`src/rtl/addrs_pkg.sv`:
```
// Shared types and helpers for the addrs_pipe pipelined add/subtract block.
//
// Contents:
//   MAX_W        widest operand the payload struct can carry (WIDTH must be < MAX_W)
//   stage_t      per-stage payload: valid, partial sum, carry, operands, mod-3 residues
//   calc_stages  number of pipeline stages for a given width and chunk size
//   mod3         mod-3 residue of an n-bit two's complement value
//   neg3         mod-3 residue of the negation of a value, given its residue
package addrs_pkg;

  localparam int MAX_W = 64;

  // Operand and sum fields are fixed at MAX_W+1 bits; only bits [WIDTH:0]
  // carry meaning and everything above stays zero.
  typedef struct packed {
    logic             valid;
    logic             carry;
    logic [MAX_W:0]   sum;
    logic [MAX_W:0]   a;
    logic [MAX_W:0]   b;
    logic [1:0]       res_a;
    logic [1:0]       res_b;
  } stage_t;

  function automatic int calc_stages(input int width, input int chunk);
    return (width + chunk - 1) / chunk;
  endfunction

  // Bit i weighs 2^i mod 3 = 1 (i even) or 2 (i odd); the sign bit weighs
  // -2^(n-1), i.e. the complementary residue.
  function automatic logic [1:0] mod3(input logic [MAX_W:0] x, input int n);
    int acc;
    acc = 0;
    for (int i = 0; i <= MAX_W; i++) begin
      if (i < n && x[i]) begin
        if (i == n - 1) acc = acc + ((i % 2 == 0) ? 2 : 1);
        else            acc = acc + ((i % 2 == 0) ? 1 : 2);
      end
    end
    return 2'(acc % 3);
  endfunction

  function automatic logic [1:0] neg3(input logic [1:0] r);
    return (r == 2'd0) ? 2'd0 : 2'(3 - int'(r));
  endfunction

endpackage

```
`src/rtl/addrs_stage.sv`:
```
// One carry-chain slice of the addrs_pipe adder with its valid/advance register.
//
// Parameters:
//   LO, HI      bit range [LO, HI) of the sum resolved by this slice
// Ports:
//   clk         clock, rising edge
//   rst         synchronous active-high reset (clears the valid bit only)
//   d           payload from the previous stage (or the input port)
//   next_ready  downstream stage is empty or advancing
//   ready       this stage loads d on the coming edge
//   q           registered payload presented to the next stage
module addrs_stage
  import addrs_pkg::*;
#(
  parameter int LO = 0,
  parameter int HI = 4
) (
  input  logic   clk,
  input  logic   rst,
  input  stage_t d,
  input  logic   next_ready,
  output logic   ready,
  output stage_t q
);

  stage_t nxt;
  stage_t pay_p0;
  logic   vld_p0;

  // Ripple the registered carry through this slice's bits only.
  always_comb begin
    logic c;
    nxt = d;
    c   = d.carry;
    for (int i = 0; i <= MAX_W; i++) begin
      if (i >= LO && i < HI) begin
        nxt.sum[i] = d.a[i] ^ d.b[i] ^ c;
        c          = (d.a[i] & d.b[i]) | (c & (d.a[i] ^ d.b[i]));
      end
    end
    nxt.carry = c;
  end

  // An empty slot always loads, so bubbles collapse at full throughput.
  assign ready = !vld_p0 || next_ready;

  // ---- stage register ----
  always_ff @(posedge clk) begin
    if (rst)        vld_p0 <= 1'b0;
    else if (ready) vld_p0 <= d.valid;
  end

  always_ff @(posedge clk) begin
    if (ready && d.valid) pay_p0 <= nxt;
  end

  always_comb begin
    q       = pay_p0;
    q.valid = vld_p0;
  end

endmodule

```
`src/rtl/addrs_pipe.sv`:
```
// Pipelined signed adder/subtractor with exact WIDTH+1-bit result and
// valid/ready handshakes on both sides.  The carry chain is cut into CHUNK-bit
// slices, one per pipeline stage.
//
// Optional feature: define ADDRS_RESIDUE_CHECK_EN to carry mod-3 residues of
// A and effective B alongside the data and flag results whose residue does
// not match.  Without it out_err is 0 and err_cnt stays 0.
//
// Parameters:
//   WIDTH      operand width (>= 2, < MAX_W)
//   CHUNK      carry-chain bits per stage (1..WIDTH)
// Ports:
//   clk        clock, rising edge
//   rst        synchronous active-high reset
//   in_valid   operand pair present
//   in_ready   operands accepted this cycle
//   in_a/in_b  signed operands
//   in_sub     0: A+B, 1: A-B
//   out_valid  result present
//   out_ready  downstream accepts result
//   out_sum    exact signed result (0 when out_valid is 0)
//   out_err    residue mismatch on the presented result
//   err_cnt    saturating count of transferred results with out_err set
module addrs_pipe
  import addrs_pkg::*;
#(
  parameter int WIDTH = 8,
  parameter int CHUNK = 4
) (
  input  logic                    clk,
  input  logic                    rst,
  input  logic                    in_valid,
  output logic                    in_ready,
  input  logic signed [WIDTH-1:0] in_a,
  input  logic signed [WIDTH-1:0] in_b,
  input  logic                    in_sub,
  output logic                    out_valid,
  input  logic                    out_ready,
  output logic signed [WIDTH:0]   out_sum,
  output logic                    out_err,
  output logic [7:0]              err_cnt
);

  localparam int STAGES = calc_stages(WIDTH, CHUNK);

  function automatic logic [7:0] sat_inc(input logic [7:0] v);
    return (v == 8'hFF) ? v : v + 8'd1;
  endfunction

  stage_t              st_d     [STAGES];
  stage_t              st_q     [STAGES];
  logic                st_ready [STAGES+1];
  stage_t              in_pay;
  stage_t              last;
  logic signed [WIDTH:0] a_sx;
  logic signed [WIDTH:0] b_sx;
  logic [WIDTH:0]      last_sum;

  assign a_sx = {in_a[WIDTH-1], in_a};
  assign b_sx = {in_b[WIDTH-1], in_b};

  // Subtraction is A + ~B with carry-in 1, so stage 0 needs no special case.
  always_comb begin
    in_pay            = '0;
    in_pay.valid      = in_valid && in_ready;
    in_pay.carry      = in_sub;
    in_pay.a[WIDTH:0] = a_sx;
    in_pay.b[WIDTH:0] = in_sub ? ~b_sx : b_sx;
`ifdef ADDRS_RESIDUE_CHECK_EN
    begin
      logic [MAX_W:0] b_raw;
      logic [1:0]     rb;
      b_raw            = '0;
      b_raw[WIDTH:0]   = b_sx;
      rb               = mod3(b_raw, WIDTH + 1);
      in_pay.res_a     = mod3(in_pay.a, WIDTH + 1);
      in_pay.res_b     = in_sub ? neg3(rb) : rb;
    end
`endif
  end

  // ---- stage k resolves bits [k*CHUNK, min((k+1)*CHUNK, WIDTH)); the last also bit WIDTH ----
  for (genvar k = 0; k < STAGES; k++) begin : g_stage
    localparam int LO = k * CHUNK;
    localparam int HI = (k == STAGES - 1) ? WIDTH + 1 : (k + 1) * CHUNK;

    if (k == 0) begin : g_first
      assign st_d[k] = in_pay;
    end else begin : g_next
      assign st_d[k] = st_q[k-1];
    end

    addrs_stage #(
      .LO (LO),
      .HI (HI)
    ) u_stage (
      .clk        (clk),
      .rst        (rst),
      .d          (st_d[k]),
      .next_ready (st_ready[k+1]),
      .ready      (st_ready[k]),
      .q          (st_q[k])
    );
  end

  assign st_ready[STAGES] = out_ready;

  // ---- output: the last stage register is the output holding register ----
  assign last      = st_q[STAGES-1];
  assign last_sum  = last.sum[WIDTH:0];
  assign out_valid = last.valid;
  assign out_sum   = out_valid ? last_sum : '0;
  assign in_ready  = out_ready || !last.valid;

`ifdef ADDRS_RESIDUE_CHECK_EN
  logic [MAX_W:0] sum_ext;
  logic [2:0]     res_tot;
  logic [1:0]     res_exp;
  logic [1:0]     res_sum;

  always_comb begin
    sum_ext          = '0;
    sum_ext[WIDTH:0] = last_sum;
    res_tot          = {1'b0, last.res_a} + {1'b0, last.res_b};
    res_exp          = (res_tot >= 3'd3) ? 2'(res_tot - 3'd3) : res_tot[1:0];
    res_sum          = mod3(sum_ext, WIDTH + 1);
  end

  assign out_err = last.valid && (res_exp != res_sum);

  always_ff @(posedge clk) begin
    if (rst)                                   err_cnt <= 8'd0;
    else if (out_valid && out_ready && out_err) err_cnt <= sat_inc(err_cnt);
  end
`else
  assign out_err = 1'b0;
  assign err_cnt = 8'd0;
`endif

  // Operand copies, the final carry-out and the upper padding are not needed past the last stage.
  logic unused_bits;
  assign unused_bits = ^{last.a, last.b, last.carry, last.sum, last.res_a, last.res_b, st_ready[0]};

endmodule

```
`config.mk`:
```
export PLATFORM = sky130hd
export DESIGN_NAME = addrs_pipe
export DESIGN_NICKNAME = d
export VERILOG_FILES = /design/src/rtl/addrs_pkg.sv /design/src/rtl/addrs_stage.sv /design/src/rtl/addrs_pipe.sv
export SDC_FILE = /design/constraint.sdc
export NUM_CORES = 1
export LEC_CHECK = 0
export CAP_MARGIN = 15
export CORE_MARGIN = 3
export CORE_UTILIZATION = 47
export CTS_CLUSTER_DIAMETER = 80
export CTS_CLUSTER_SIZE = 12
export DETAILED_ROUTE_END_ITERATION = 7
export PLACE_DENSITY = 0.85
export SYNTH_ARGS = -nofsm -noshare
export SYNTH_HDL_FRONTEND = slang
export SYNTH_SLANG_ARGS = --single-unit
```
`constraint.sdc`:
```
create_clock -name clk -period 5.86 [get_ports clk]
set_clock_uncertainty 0.05 [all_clocks]
set_input_delay 0.879 -clock clk [delete_from_list [all_inputs] [get_ports clk]]
set_output_delay 0.879 -clock clk [all_outputs]
set_load 0.02 [all_outputs]
```
# Word-level counts from Yosys, hierarchy flattened
# Cells that the tools add are included.
# classes
muxes	2
n_bitwise	43
n_reduce_logical	7
# ops
operator	count
two-way mux 9 bit	2
bitwise XOR 1 bit	18
AND 1 bit	16
NOT 8 -> 9 bit	1
OR 1 bit	8
logical AND 1 bit	3
logical NOT 1 bit	2
logical OR 1 bit	2
# totals
ff_bits	33
in_bits	21
out_inout_bits	20

# Longest topological paths before layout
# depth
ltp_word	11
ltp_mapped	7

# By module
# From an unflattened synthesis, not the netlist that was laid out.
# hier_totals
hier_cells	471
hier_area_um2	12623.4
# by_module_without_submodules
module	n_inst	cells_per_inst	area_per_inst_um2	seq_area_each_um2
addrs_stage (g_stage[1].u_stage)	1	221	6206.0	6025.8
addrs_stage (g_stage[0].u_stage)	1	220	6185.9	6025.8
addrs_pipe	1	30	231.5	0.0

# Least setup slack after synthesis
# Ideal clock, no wire load.
# synth_timing
path_type	in2reg
start	in in_sub
end	reg g_stage[0].u_stage.pay_p0 (netlist bit g_stage[0].u_stage.q[137]), data pin
setup_ns	0.269
arrival_time_ns	2.409
path_slack_ns	3.131
cell_stages	6
path_buffers	1
path_cell_list	buf_2 xnor2_1 fa_1 fa_1 inv_1 fa_1
# synth_lines
item	line	rtl
start, declared	addrs_pipe.sv:36	input logic in_sub,
end signal, assigned	addrs_stage.sv:54	if (ready && d.valid) pay_p0 <= nxt;
end, declared	addrs_stage.sv:27	stage_t pay_p0;

# Worst setup path after layout
# layout_timing
start	in out_ready
end	out in_ready
# layout_via
elab_chain_cells	1
# layout_lines
item	line	rtl
start, declared	addrs_pipe.sv:38	input logic out_ready,
logical OR 1 bit	addrs_pipe.sv:113	assign in_ready = out_ready || !last.valid;
end, declared	addrs_pipe.sv:33	output logic in_ready,
# Every way passes these cells.

==> results by group <==
Worst setup path
  – CP startpoint kind: input pin
  – CP required: 4.93 ns
  – R2R Setup Slk: 3.56 ns
  – R2R Path Start: g_stage[0].u_stage.q[73]
  – Crit end category: primary output
  – Worst-case reg-to-reg path depth: 6
  – Crit Path Max Fanout: 5
  – CP Launch Point: out_ready
  – Critical Path AT: 2.16 ns
  – RR Endpoint: g_stage[1].u_stage.q[141]
  – WS Path Type: in -> out

Outcome
  – Status: completed

Placed design
  – GPL Wtd Cong: 0.753
  – Post-detail-place hpwl: 1310 um
  – Port bufs: 31

Job
  – Total of max-cap violations: 0

Final layout
  – Synthesis-to-finish area growth: 29.5%
  – Layout cells sized above 1: 0.0348
  – Antenna fix cells: 0
  – Final Util: 0.665
  – Fin nets: 145

Synthesis
  – Post-Syn Area: 1180 sq um
  – Yosys top cell area share: 0.560
  – Post-synthesis sequential area ratio: 0.594
  – Top_reg_cell synth: edfxtp_1
  – Cell taking the most area after synthesis: edfxtp_1
  – Synth top area cells: edfxtp_1 (56%), fa_1 (14%), buf_4 (6.4%)
  – Distinct cell type count after synthesis: 15
  – Post-synthesis cell count: 83
  – Flops & latches, synth: 24
  – Post-synth top cells: edfxtp_1 (22), inv_1 (15), and2_1 (11)
  – Number of synthesized flops with an enable pin: 22
  – Top-count cell post-synth: edfxtp_1
  – Async SR Flop Fraction: 0
  – Post-Syn Area per Cell: 14.2 sq um
  – Yosys warns: 0

Clocking
  – Post-CTS sizing: 0
  – Setup Buffers After CTS: 0
  – CTS sink cnt: 24
  – H-Tree Depth: 1
  – Cts bufs inserted: 3
  – CTS tree: yes
  – Clock Pin Slew Worst Setup and Hold Paths: 0.12 ns
  – Worst skew pair latency: 0.31 ns
  – Clock root buffer: clkbuf_4
  – Hold buffer count at cts: 0
  – Longest Clk Path Bufs: 2

Timing
  – Slew @ Worst Pin: 0.570 ns
  – Slew headroom: 0.620
  – Tcrit/Tclk final: 0.527
  – Fmax: 324 MHz
  – Final Max Slew Viols: 0
  – # setup viols final: 0
  – RSZ-0062 raised after global routing: false
  – Final Hold Fails: 0
  – Tmin final: 3.09 ns
  – Setup TNS: 0 ns

GRT
  – Vias in the first global route: 608
  – Global Route met3 Usage: 0.0278
  – Largest net degree at the start of global routing: 15
  – Initial antenna violation count: 0
  – Routing usage on met2: 0.209
  – Grt ovf: 0
  – Met1 usage: 0.114
  – GRT Total Usage: 0.110
  – Global-route wire length before repair: 2640 um
  – Top Usage Layer GRT: met2

Detailed routing
  – DR vias: 601
  – # DRC: 0
  – Drt pass-1 iters: 2
  – Total Wirelength: 1630 um
  – Vias per inst: 4.20
  – Antenna Nets Post-Route: 0
  – DR iter-0 viols: 6
  – Routed WL per cell: 11.4 um

Power
  – Pwr dens: 257 nW/um^2
  – Peak supply drop: 250 uV
  – Leakage Power: 0.611 nW

Worst hold path
  – Hold path start: g_stage[0].u_stage.q[134]
  – WHS Endpoint: g_stage[1].u_stage.q[134]
  – WHS Path Cells: 0
  – Worst hold path class: reg -> reg

Die
  – DIE AREA: 3150 sq um
  – DIE WIDTH: 56.1 um
  – Core ar.: 2300 sq um
  – Starting density of the core: 0.514
  – Std-Cell Rows: 17
  – IO Pins: 41
  – Die Span Y: 56.1 um
area by class of cell:
cell class,count,area [sq um]
Tap cell,28,35.0
Clock inverter,1,30.0
Clock buffer,3,22.5
Inverter,15,56.3
Multi-Input combinational cell,41,373
Sequential cell,24,701
Timing Repair Buffer,31,310
Fill cell,181,769
power by group:
group,total (mW),switching [mW],internal [mW]
clock network,0.117,0.0475,0.0691
logic,0.0621,0.0316,0.0305
registers,0.214,0.00546,0.208
cells by family after synthesis:
kind of cell,synth area share
AOI/OAI and AO/OA,0.0117
xor gates and xnor gates,0.0594
adders and majority gates,0.136
buffers and inverters,0.116
DFF,0.594
muxes,0.00848
other,0.00318
and+or+nand+nor,0.0721
cell usage in the layout, fill, tap and decap left out:
master,Yosys,routed
a21oi_1,1,1
clkdlybuf4s50_1,0,31
xnor2_1,2,2
bufinv_16,0,1
mux2i_1,1,1
nand2b_1,1,1
inv_1,15,15
dfxtp_1,2,2
edfxtp_1,22,22
a31o_1,1,1
fa_1,8,8
clkbuf_4,0,3
nor4bb_1,1,1
xor2_1,6,6
and2_1,11,11
conb_1,1,9
critical path, cell delays in order:
cell             delay, ns
clkdlybuf4s50_1       0.47
nand2b_1              0.18
clkdlybuf4s50_1       0.63
worst max-delay path by stage:
stage	slack (ns)	cells after the start	to
floorplan	3.13	6	g_stage[0].u_stage.q[137]
global placement	2.54	6	g_stage[0].u_stage.q[137]
detailed placement	2.51	6	g_stage[0].u_stage.q[137]
CTS	2.77	3	in_ready
global route	2.74	3	in_ready
finish	2.77	3	in_ready
stage by stage:
| stage | cells | hold slack (ns) | area (sq um) | setup WS [ns] | total power, mW |
|---|---|---|---|---|---|
| 5_1_grt | 143 | 0.395 | 1530 | 2.74 | 0.411 |
| 4_1_cts | 143 | 0.387 | 1530 | 2.77 | 0.397 |
| 3_3_place_gp | 139 | 0.354 | 1480 | 2.54 | 0.276 |
| 2_1_floorplan | 91 | 0.350 | 1210 | 3.13 | 0.256 |
| 6_report | 143 | 0.384 | 1530 | 2.77 | 0.392 |
| 3_5_place_dp | 139 | 0.356 | 1480 | 2.51 | 0.280 |
registers in the layout, summed over array words and instances (netlist names):
| signal | flops |
|---|---|
| g_stage.u_stage.q | 22 |
| g_stage.u_stage.vld_p0 | 2 |
routing by layer:
layer,routed length [um],vias to the layer above,part of all wire
met4,21,0,0.013
met1,580,273,0.36
met3,106,2,0.065
met5,0,-,0
met2,920,22,0.56
li1,-,304,-
Power figures use the tool's default switching activity.
==> RTL edit: new RTL, same flow settings <==
Change the parameter `CHUNK` from 4 to 8.
--- a/src/rtl/addrs_pipe.sv
+++ b/src/rtl/addrs_pipe.sv
@@ -25,7 +25,7 @@
   import addrs_pkg::*;
 #(
   parameter int WIDTH = 8,
-  parameter int CHUNK = 4
+  parameter int CHUNK = 8
 ) (
   input  logic                    clk,
   input  logic                    rst,
Check against the original RTL: not equivalent (Yosys sat finds a counterexample within 4 cycles, from zero or initial values and one cycle with rst high).
==> RTL edit against the unedited design <==
  * Final cell count decreased by 20%
  * Power decreased by 42%
  * Sequential cell count decreased by 14
  * Cell area decreased by 30%
  * Register-to-register slack improved by 1.0 ns
  * Synthesized area decreased by 36%
  * Critical path depth increased by 7
  * Synthesized cell count decreased by 20%
  * Worst setup slack got worse by 1.7 ns
  * Routed wire length decreased by 30%
  * Largest cell class is now multi-input combinational cells
==> RTL edit: results <==
export IMPL_status="completed"
export IMPL_synth_cells=66
export IMPL_crit_fanout=8
export IMPL_largest_reg_flops=9
export IMPL_synthTopCellsByArea="edfxtp_1 36%, fa_1 21%, buf_4 8.9%"
export IMPL_ys_seq_area_frac=0.383
export IMPL_viasPerCell=4.24
export IMPL_synth_xor_area_frac=0.102
export IMPL_synth_edff_count=9
export IMPL_synth_adder_area_share=0.212
export IMPL_grt_pass1_vias=460
export IMPL_rrSetupSlack_ns=4.60
export IMPL_drive_above_1_share=0.0707
export IMPL_dpl_instance_area_sq_um=1040
export IMPL_path_clk_slew_ns=0.06
export IMPL_synth_compound_area_frac=0.00661
export IMPL_fin_nets=129
export IMPL_avgRoutedWirePerCell_microns=9.99
export IMPL_clkLatencyLatePin_ns=0.26
export IMPL_gp_congestion=0.731
export IMPL_p_leak_nw=0.466
export IMPL_holdWs_ns=0.553
export IMPL_vias=483
export IMPL_grt_pass1_wl_microns=1830
export IMPL_grt_max_degree=12
export IMPL_grt_total_usage=0.128
export IMPL_synth_commonest_cells="15 x inv_1, 10 x and2_1, 9 x buf_4, 9 x edfxtp_1, 8 x fa_1"
export IMPL_cp_data_arrival_time_ns=4.75
RTL edit: path summary, 6_finish.rpt:
| path | start | to | depth (start not counted) |
|---|---|---|---|
| worst max-delay path | in_sub | g_stage[0].u_stage.q[141] | 10 |
| worst min-delay path | g_stage[0].u_stage.vld_p0 | g_stage[0].u_stage.vld_p0 | 2 |
| worst max register to register | g_stage[0].u_stage.vld_p0 | g_stage[0].u_stage.q[138] | 2 |
| worst min register to register | g_stage[0].u_stage.vld_p0 | g_stage[0].u_stage.vld_p0 | 2 |
RTL edit: area by class of cell:
type | instances | area, sq um | share of cell area
Multi-Input combinational cell | 38 | 358 | 0.333
Inverter | 16 | 60.1 | 0.0559
Sequential cell | 10 | 290 | 0.270
Clock buffer | 4 | 36.3 | 0.0338
Tap cell | 15 | 18.8 | 0.0175
Timing Repair Buffer | 31 | 310 | 0.289
RTL edit: metal layers:
layer / global-route usage / vias up / part of all wire
met3: 0.0273 / 3 / 0.12
met1: 0.127 / 211 / 0.33
li1: - / 239 / -
met4: 0.119 / 0 / 0.025
met5: 0 / - / 0
met2: 0.217 / 30 / 0.53
RTL edit: cells by family after synthesis:
group           after synthesis
fa+ha+maj                     8
xor+xnor                      8
other cells                   1
simple gates                 11
compound gates                1
flops                        10
mux                           1
buf+inv                      26
RTL edit: where the power goes:
part           leakage (nW)  switching [mW]  total (mW)  internal, mW
registers            0.0954         0.00265      0.0948        0.0922
clock network        0.0210          0.0234      0.0612        0.0377
logic                 0.349          0.0356      0.0720        0.0364
RTL edit: critical path: stages:
cell and delay, ns:
clkdlybuf4s50_1 0.74, xnor2_1 0.16, fa_1 0.42, fa_1 0.39
fa_1 0.40, fa_1 0.40, fa_1 0.39, fa_1 0.43
fa_1 0.50, inv_1 0.04
